==> src/rtl/onehot_debouncer.sv <==
// onehot_debouncer
//   Qualifies a single pressed key out of eight raw, asynchronous key lines and
//   presents it as a one-hot word to a downstream 8-to-3 encoder through a
//   valid/ready handshake. A key is accepted only after it has been seen alone
//   and unchanged for DEBOUNCE_CYCLES consecutive synchronized cycles; once
//   accepted, no further key is taken until every key has been released.
//
//   Optional feature (macro ONEHOT_DEBOUNCER_ERR_EN): adds an error output that
//   pulses for one cycle when a multi-key press appears while idle. Without the
//   macro the port and its logic are absent and multi-key presses are ignored.
//
// Ports
//   clk    in   1  clock, all state updates on the rising edge
//   rst_n  in   1  asynchronous active-low reset
//   keys   in   8  raw key lines, 1 = pressed
//   ready  in   1  downstream takes data when valid && ready at a rising edge
//   data   out  8  accepted one-hot key (8'h00 after reset)
//   valid  out  1  data holds an accepted key
//   error  out  1  multi-key press pulse (only with ONEHOT_DEBOUNCER_ERR_EN)
module onehot_debouncer #(
  parameter int unsigned DEBOUNCE_CYCLES = 16
) (
  input  logic       clk,
  input  logic       rst_n,
  input  logic [7:0] keys,
  input  logic       ready,
  output logic [7:0] data,
  output logic       valid
`ifdef ONEHOT_DEBOUNCER_ERR_EN
  ,
  output logic       error
`endif
);

  typedef enum logic [1:0] {
    IDLE     = 2'd0,
    DEBOUNCE = 2'd1,
    HOLD     = 2'd2,
    RELEASE  = 2'd3
  } state_t;

  // Count value on which the candidate has been stable for DEBOUNCE_CYCLES edges.
  localparam logic [7:0] LAST_CNT = 8'(DEBOUNCE_CYCLES - 1);

  state_t     state;
  logic [7:0] sync_p0;
  logic [7:0] sync_p1;
  logic [7:0] ks;
  logic [7:0] cand;
  logic [7:0] cnt;

  function automatic logic is_onehot(input logic [7:0] v);
    return (v != 8'h00) && ((v & (v - 8'd1)) == 8'h00);
  endfunction

  function automatic logic is_multihot(input logic [7:0] v);
    return (v & (v - 8'd1)) != 8'h00;
  endfunction

  assign ks = sync_p1;

`ifdef ONEHOT_DEBOUNCER_ERR_EN
  // Previous synchronized value, so a multi-hot condition is flagged only on
  // its first appearance rather than every cycle it persists.
  logic [7:0] ks_prev;

  always_ff @(posedge clk or negedge rst_n) begin
    if (!rst_n) begin
      ks_prev <= 8'h00;
      error   <= 1'b0;
    end else begin
      ks_prev <= ks;
      error   <= (state == IDLE) && is_multihot(ks) && !is_multihot(ks_prev);
    end
  end
`endif

  always_ff @(posedge clk or negedge rst_n) begin
    if (!rst_n) begin
      sync_p0 <= 8'h00;
      sync_p1 <= 8'h00;
      state   <= IDLE;
      cand    <= 8'h00;
      cnt     <= 8'h00;
      data    <= 8'h00;
      valid   <= 1'b0;
    end else begin
      // Stage p0 -> p1: two-flop synchronizer for the raw key lines
      sync_p0 <= keys;
      sync_p1 <= sync_p0;

      // FSM on the synchronized value ks
      case (state)
        IDLE: begin
          // Zero and multi-hot patterns are never taken as a candidate.
          if (is_onehot(ks)) begin
            cand  <= ks;
            cnt   <= 8'h00;
            state <= DEBOUNCE;
          end
        end
        DEBOUNCE: begin
          if (ks != cand) begin
            cnt   <= 8'h00;
            state <= IDLE;
          end else if (cnt == LAST_CNT) begin
            data  <= cand;
            valid <= 1'b1;
            state <= HOLD;
          end else begin
            cnt <= cnt + 8'd1;
          end
        end
        HOLD: begin
          // data is frozen here whatever keys does; only the handshake leaves.
          if (ready) begin
            valid <= 1'b0;
            state <= RELEASE;
          end
        end
        RELEASE: begin
          if (ks == 8'h00) state <= IDLE;
        end
        default: state <= IDLE;
      endcase
    end
  end

endmodule

==> config.mk <==
export PLATFORM = sky130hd
export DESIGN_NAME = onehot_debouncer
export DESIGN_NICKNAME = d
export VERILOG_FILES = /design/src/rtl/onehot_debouncer.sv
export SDC_FILE = /design/constraint.sdc
export NUM_CORES = 1
export LEC_CHECK = 0
export CAP_MARGIN = 0
export CORE_MARGIN = 2
export CORE_UTILIZATION = 50
export CTS_CLUSTER_DIAMETER = 100
export DETAILED_ROUTE_END_ITERATION = 8
export GPL_TIMING_DRIVEN = 0
export PLACE_DENSITY = 0.72
export SYNTH_ARGS = -nofsm -noshare
export SYNTH_HDL_FRONTEND = slang
export SYNTH_SLANG_ARGS = --single-unit
==> constraint.sdc <==
create_clock -name clk -period 2.81 [get_ports clk]
set_input_delay 0.562 -clock clk [delete_from_list [all_inputs] [get_ports clk]]
set_output_delay 0.562 -clock clk [all_outputs]
set_load 0.02 [all_outputs]
-- After elaboration in Yosys (flattened, before gate mapping)
Cells that the tools add are included.
- bits of input ports: 11
- output and inout bits: 9
- word-level logic and storage cells: 49
- register bits after elaboration: 43
- equality and inequality tests: 12
- reductions and logical operators: 12
- bitwise logic cells: 2
- add/sub/neg operators: 2
- mux-type cells: 14
- operators by type and width (cell ; number):
    2-to-1 mux 8 bit ; 3
    logical NOT 8 bit ; 2
    one-hot mux 8 bit (2 select lines) ; 1
    2-to-1 mux 2 bit ; 5
    inequality test 2 bit (second input constant) ; 5
    adder 8 x 1 -> 8 bit (second input constant) ; 1
    bitwise AND 8 bit ; 1
    == test 8 x 4 -> 1 bit (second input constant) ; 1
    inequality test 8 bit ; 1
    one-hot mux 2 bit (4 select lines) ; 1
    AND reduction 4 bit ; 2
    nonzero test 8 bit ; 1
    subtractor 8 x 1 -> 8 bit (second input constant) ; 1
    inequality test 3 bit (second input constant) ; 2
    AND reduction 3 bit ; 2
    == test 2 bit (second input constant) ; 2
    nonzero test 2 bit ; 2
    2-to-1 mux 1 bit ; 3
    == test 2 x 1 -> 1 bit (second input constant) ; 1
    logical NOT 2 bit ; 1
    one-hot mux 1 bit (2 select lines) ; 1
    AND reduction 2 bit ; 1
    logical AND 1 bit ; 1
    inverter 1 bit ; 1

-- Longest topological paths before layout
- depth in word-level cells: 6
- mapped depth: 7
- gate-level depth less buffers: 6

-- Least setup slack after synthesis
OpenSTA, ideal clock, no wires.
- path kind: flip-flop to flip-flop
- from: register sync_p1[0], in the netlist ks[0]
- to: register cnt[7]
- data required time: 2.686 ns
- cell stages (with the launch flop): 7
- path slack: 0.646 ns
- arrival: 2.040 ns
- buffers on the path: 1
- path through: dfrtp_1 or4_4 a21o_1 or3b_4 and2_4 buf_6 a211o_1
- cells in the longest elaborated chain, start to end: 6
- elaborated cells between the ends (all ways): 11
- classes of those cells: add/sub: 1; eq/ne: 3; mux: 2; bitwise: 1; reduce/logical: 4
- ends and longest elaborated chain (element ; line ; text):
    from (decl) ; 47 ; logic [7:0] sync_p1;
    from (signal assigned) ; 90 ; sync_p1 <= sync_p0;
    subtractor 8 x 1 -> 8 bit ; 53 ; return (v != 8'h00) && ((v & (v - 8'd1)) == 8'h00);
    bitwise AND 8 bit ; 53 ;
    logical NOT 8 bit ; 53 ;
    logical AND 1 bit ; 53 ;
    inequality test 2 bit (no line) ; -- ;
    AND reduction 3 bit (no line) ; -- ;
    to (signal assigned) ; 111 ; cnt <= cnt + 8'd1;
    to (decl) ; 50 ; logic [7:0] cnt;
Parallel ways exist; a longest one is shown, timed or not.
A chain may end at the register's enable or synchronous reset.

-- Final worst setup path
- from: register cnt[4]
- to: register data[3]
- cells in the longest elaborated chain, start to end: 2
- ends and longest elaborated chain (element ; line ; text):
    == test 8 x 4 -> 1 bit ; 106 ; end else if (cnt == LAST_CNT) begin
    AND reduction 3 bit (no line) ; -- ;
    to (signal assigned) ; 107 ; data <= cand;
    to (decl) ; 27 ; output logic [7:0] data,
Every way passes these cells.

==> impl_metrics.py <==
metrics = {
    "routing": {
        "drt-wirelength-per-cell_um": 13.9,
        "via_per_inst": 5.67,
        "vias": 1235,
        "routed_wl_um": 3030,
        "ant_nets": 0,
        "drc": 0,
        "dr.pass1.iters": 4,
        "drt_iter0_markers": 99,
    },
    "synthesis": {
        "syn_nets": 157,
        "yosysUniqueCellTypes": 43,
        "synth_top_family_by_area": "simple AND/OR/NAND/NOR gates",
        "synth_compound_area_frac": 0.129,
        "synth_xor_area_frac": 0.0430,
        "syn_area_mm2": 0.00183,
        "synthArstFlopShare": 1.00,
        "yosys_warnings": 0,
        "yosys.area_share.adder": 0.00683,
        "synthTopCellsByArea": "dfrtp_1, mux2_2, xnor2_1",
        "synth_flop_cell": "dfrtp_1",
        "synthCells": 145,
        "yosysTopAreaCell": "dfrtp_1",
        "synthTopCellsByCount": "dfrtp_1, mux2_2, nand2_1",
        "synth_seq_cells": 43,
        "syn_avg_cell_area_um2": 12.6,
        "synth-edff-count": 0,
        "post-synth-top-count-cell": "dfrtp_1",
        "synth_mux_area_frac": 0.0799,
        "ys_seq_area_frac": 0.587,
        "yosys.area_share.simple": 0.141,
        "synth.top_cell.area_share": 0.587,
    },
    "clocking": {
        "cts_sinks": 43,
        "cts_setup_buffers": 0,
        "cts_tree": "done",
        "root_buffer": "clkbuf_4",
        "clock_path_buffers": 2,
        "h-tree-depth": 2,
        "postCtsHoldBufs": 0,
        "numCtsBuffers": 5,
        "clk_pin_slew_ns": 0.12,
        "cts_resized": 0,
        "clk_latency_ns": 0.35,
    },
    "die": {
        "die_h_um": 64.5,
        "die_w_um": 64.5,
        "initial_utilization": 0.536,
        "boundaryPins": 20,
        "rows": 21,
        "die-area_mm2": 0.00416,
        "core_mm2": 0.00342,
    },
    "timing": {
        "skew_ns": 0.00885,
        "hold_slack_ns": 0.345,
        "slew-limit-headroom": 0.383,
        "period_minus_slack_ns": 2.48,
        "rsz0062_at_grt": "no",
        "finalHoldViolCount": 0,
        "setup_tns_ns": 0,
        "maxSlewViolCount": 0,
        "setup_viol_count_final": 0,
        "tightestPinTransition_ns": 0.926,
        "post-route-period-util": 0.881,
        "fmax_ghz": 0.404,
    },
    "grt": {
        "grt.overflow.total": 0,
        "grt_antenna_before_repair": 0,
        "grt_pass1_vias": 1257,
        "grt_max_degree": 44,
        "grt_pass1_wl_um": 5690,
        "grt_usage": 0.178,
    },
    "flow_run": {
        "drv_cap": 0,
    },
    "worst_setup_path": {
        "worst_r2r_endpoint": "data[3]",
        "ff2ff_setup_slack_ns": 0.33,
        "crit_chain": "nor4_1 -> nand2b_1 -> nor4b_1 -> buf_2 -> mux2_2",
        "r2r_cells": 5,
        "crit_path_end": "data[3]",
        "worstPathArrival_ns": 2.71,
        "critical_path.slowest_cell": "nor4b_1",
        "crit_start": "cnt[4]",
        "max_stage_delay_ns": 0.63,
        "worst_setup_path_end_kind": "flop",
        "path_class": "flop to flop",
        "path_max_fanout": 10,
        "required_ns": 3.05,
        "start_kind": "flop",
        "reg2reg_from": "cnt[4]",
    },
    "placement": {
        "hpwl_um": 2210,
        "gp_congestion": 0.793,
        "place_area_mm2": 0.00207,
        "portBuffers": 19,
    },
    "layout": {
        "drive_gt1_frac": 0.203,
        "nets": 183,
        "num-fill-cells": 285,
        "multiInputGateArea_um2": 732,
        "finalInstanceArea_mm2": 0.00218,
        "ff_latch_area_mm2": 0.00108,
        "diodes": 0,
        "syn_to_final_growth_pct": 18.8,
    },
    "power": {
        "vdd_drop_max_uv": 428,
        "power_leakage_nw": 0.967,
        "p_switching_mw": 0.347,
        "p_sw_frac": 0.243,
        "combPwrFrac": 0.150,
        "clkPwrFrac": 0.326,
        "pwr-share-seq": 0.524,
        "power_density_mw_per_mm2": 657,
        "power_mw": 1.43,
        "p_int_mw": 1.08,
    },
    "run_status": {
        "status": "finished clean",
    },
    "min_path": {
        "hp-class": "input port to asynchronous set/reset pin",
    },
}
-- worst max-delay path: cells and delay by family, from the launching register on --
| kind | cells | cell delay [ns] |
|---|---|---|
| buffers and inverters | 1 | 0.37 |
| multiplexers | 1 | 0.37 |
| AND/OR/NAND/NOR | 3 | 1.18 |
| flip-flops | 1 | 0.45 |
-- layer usage --
| metal | wire [µm] | vias to the layer above | track usage |
|---|---|---|---|
| li1 | - | 585 | - |
| met1 | 1320 | 620 | 0.229 |
| met2 | 1540 | 26 | 0.292 |
| met3 | 127 | 4 | 0.0469 |
| met4 | 40 | 0 | 0.0638 |
| met5 | 0 | - | 0 |
-- cell usage in the layout, fill, tap and decap left out, types with 2 or more instances in the layout --
master           synthesis  final
nor2_1                   2      2
nor3_1                   2      2
a21oi_1                  5      5
a211o_2                  2      2
clkdlybuf4s50_1          0     18
inv_1                    2      2
and3_1                   4      4
a21o_1                   2      2
dfrtp_1                 43     43
o21ai_0                  2      2
nand2_1                 10     10
buf_2                    1      2
a22o_1                   3      3
xnor2_1                  9      9
nor4_1                   3      3
nand2b_1                 4      4
bufinv_16                0      2
a31oi_1                  2      2
nand3_1                  5      5
nor2b_1                  2      2
a21o_2                   3      3
clkbuf_4                 0      5
mux2_2                  13     13
a21boi_0                 2      2
o22a_2                   2      2
or3_1                    2      2
-- sequential cells by signal, indices dropped and copies added, names as in the netlist, named ones only --
name and flops:
cand 8, cnt 8, data 8, ks 8, sync_p0 8, state 1
valid 1
-- worst min path at each step --
stage                     startpoint                          to  slack, ns  cells after the start
final                          rst_n                     cand[7]       0.34                      1
after global routing      sync_p0[7]                       ks[7]       0.38                      0
after CTS                 sync_p0[4]                       ks[4]       0.36                      0
after detailed placement  sync_p0[6]                       ks[6]       0.34                      0
after global placement    sync_p0[1]                       ks[1]       0.33                      0
after floorplan                rst_n  asynchronous set/reset pin       0.27                      0
-- per-stage QoR --
step / instances / utilization / setup slack, ns
finish: 218 / 0.637 / 0.334
floorplan: 145 / - / 0.646
detailed placement: 210 / 0.607 / 0.362
CTS: 218 / 0.637 / 0.337
global placement: 210 / 0.609 / 0.207
global route: 218 / 0.637 / 0.118
-- power by group through the flow --
stage               Clock, mW  Combinational, mW  Sequential, mW
floorplan                   0              0.164           0.745
global placement            0              0.211           0.759
detailed placement          0              0.216           0.761
CTS                     0.480              0.218           0.749
global route            0.504              0.238           0.763
finish                  0.467              0.214           0.749
-- cell families (layout without fill, tap and decap cells) --
| family | after synthesis | in the layout |
|---|---|---|
| and+or+nand+nor | 44 | 44 |
| DFF | 43 | 43 |
| AOI/OAI and AO/OA | 31 | 31 |
| muxes | 13 | 13 |
| xor gates and xnor gates | 9 | 9 |
| buffers and inverters | 4 | 31 |
| adders and majority gates | 1 | 1 |
-- cell type report --
cell class | count | area share
Clock buffer | 6 | 0.0190
Multi-Input combinational cell | 98 | 0.336
Clock inverter | 2 | 0.0276
Sequential cell | 43 | 0.495
Timing Repair Buffer | 19 | 0.0851
Inverter | 2 | 0.00345
Buffer | 2 | 0.00748
Tap cell | 46 | 0.0265
Power figures use the tool's default switching activity.
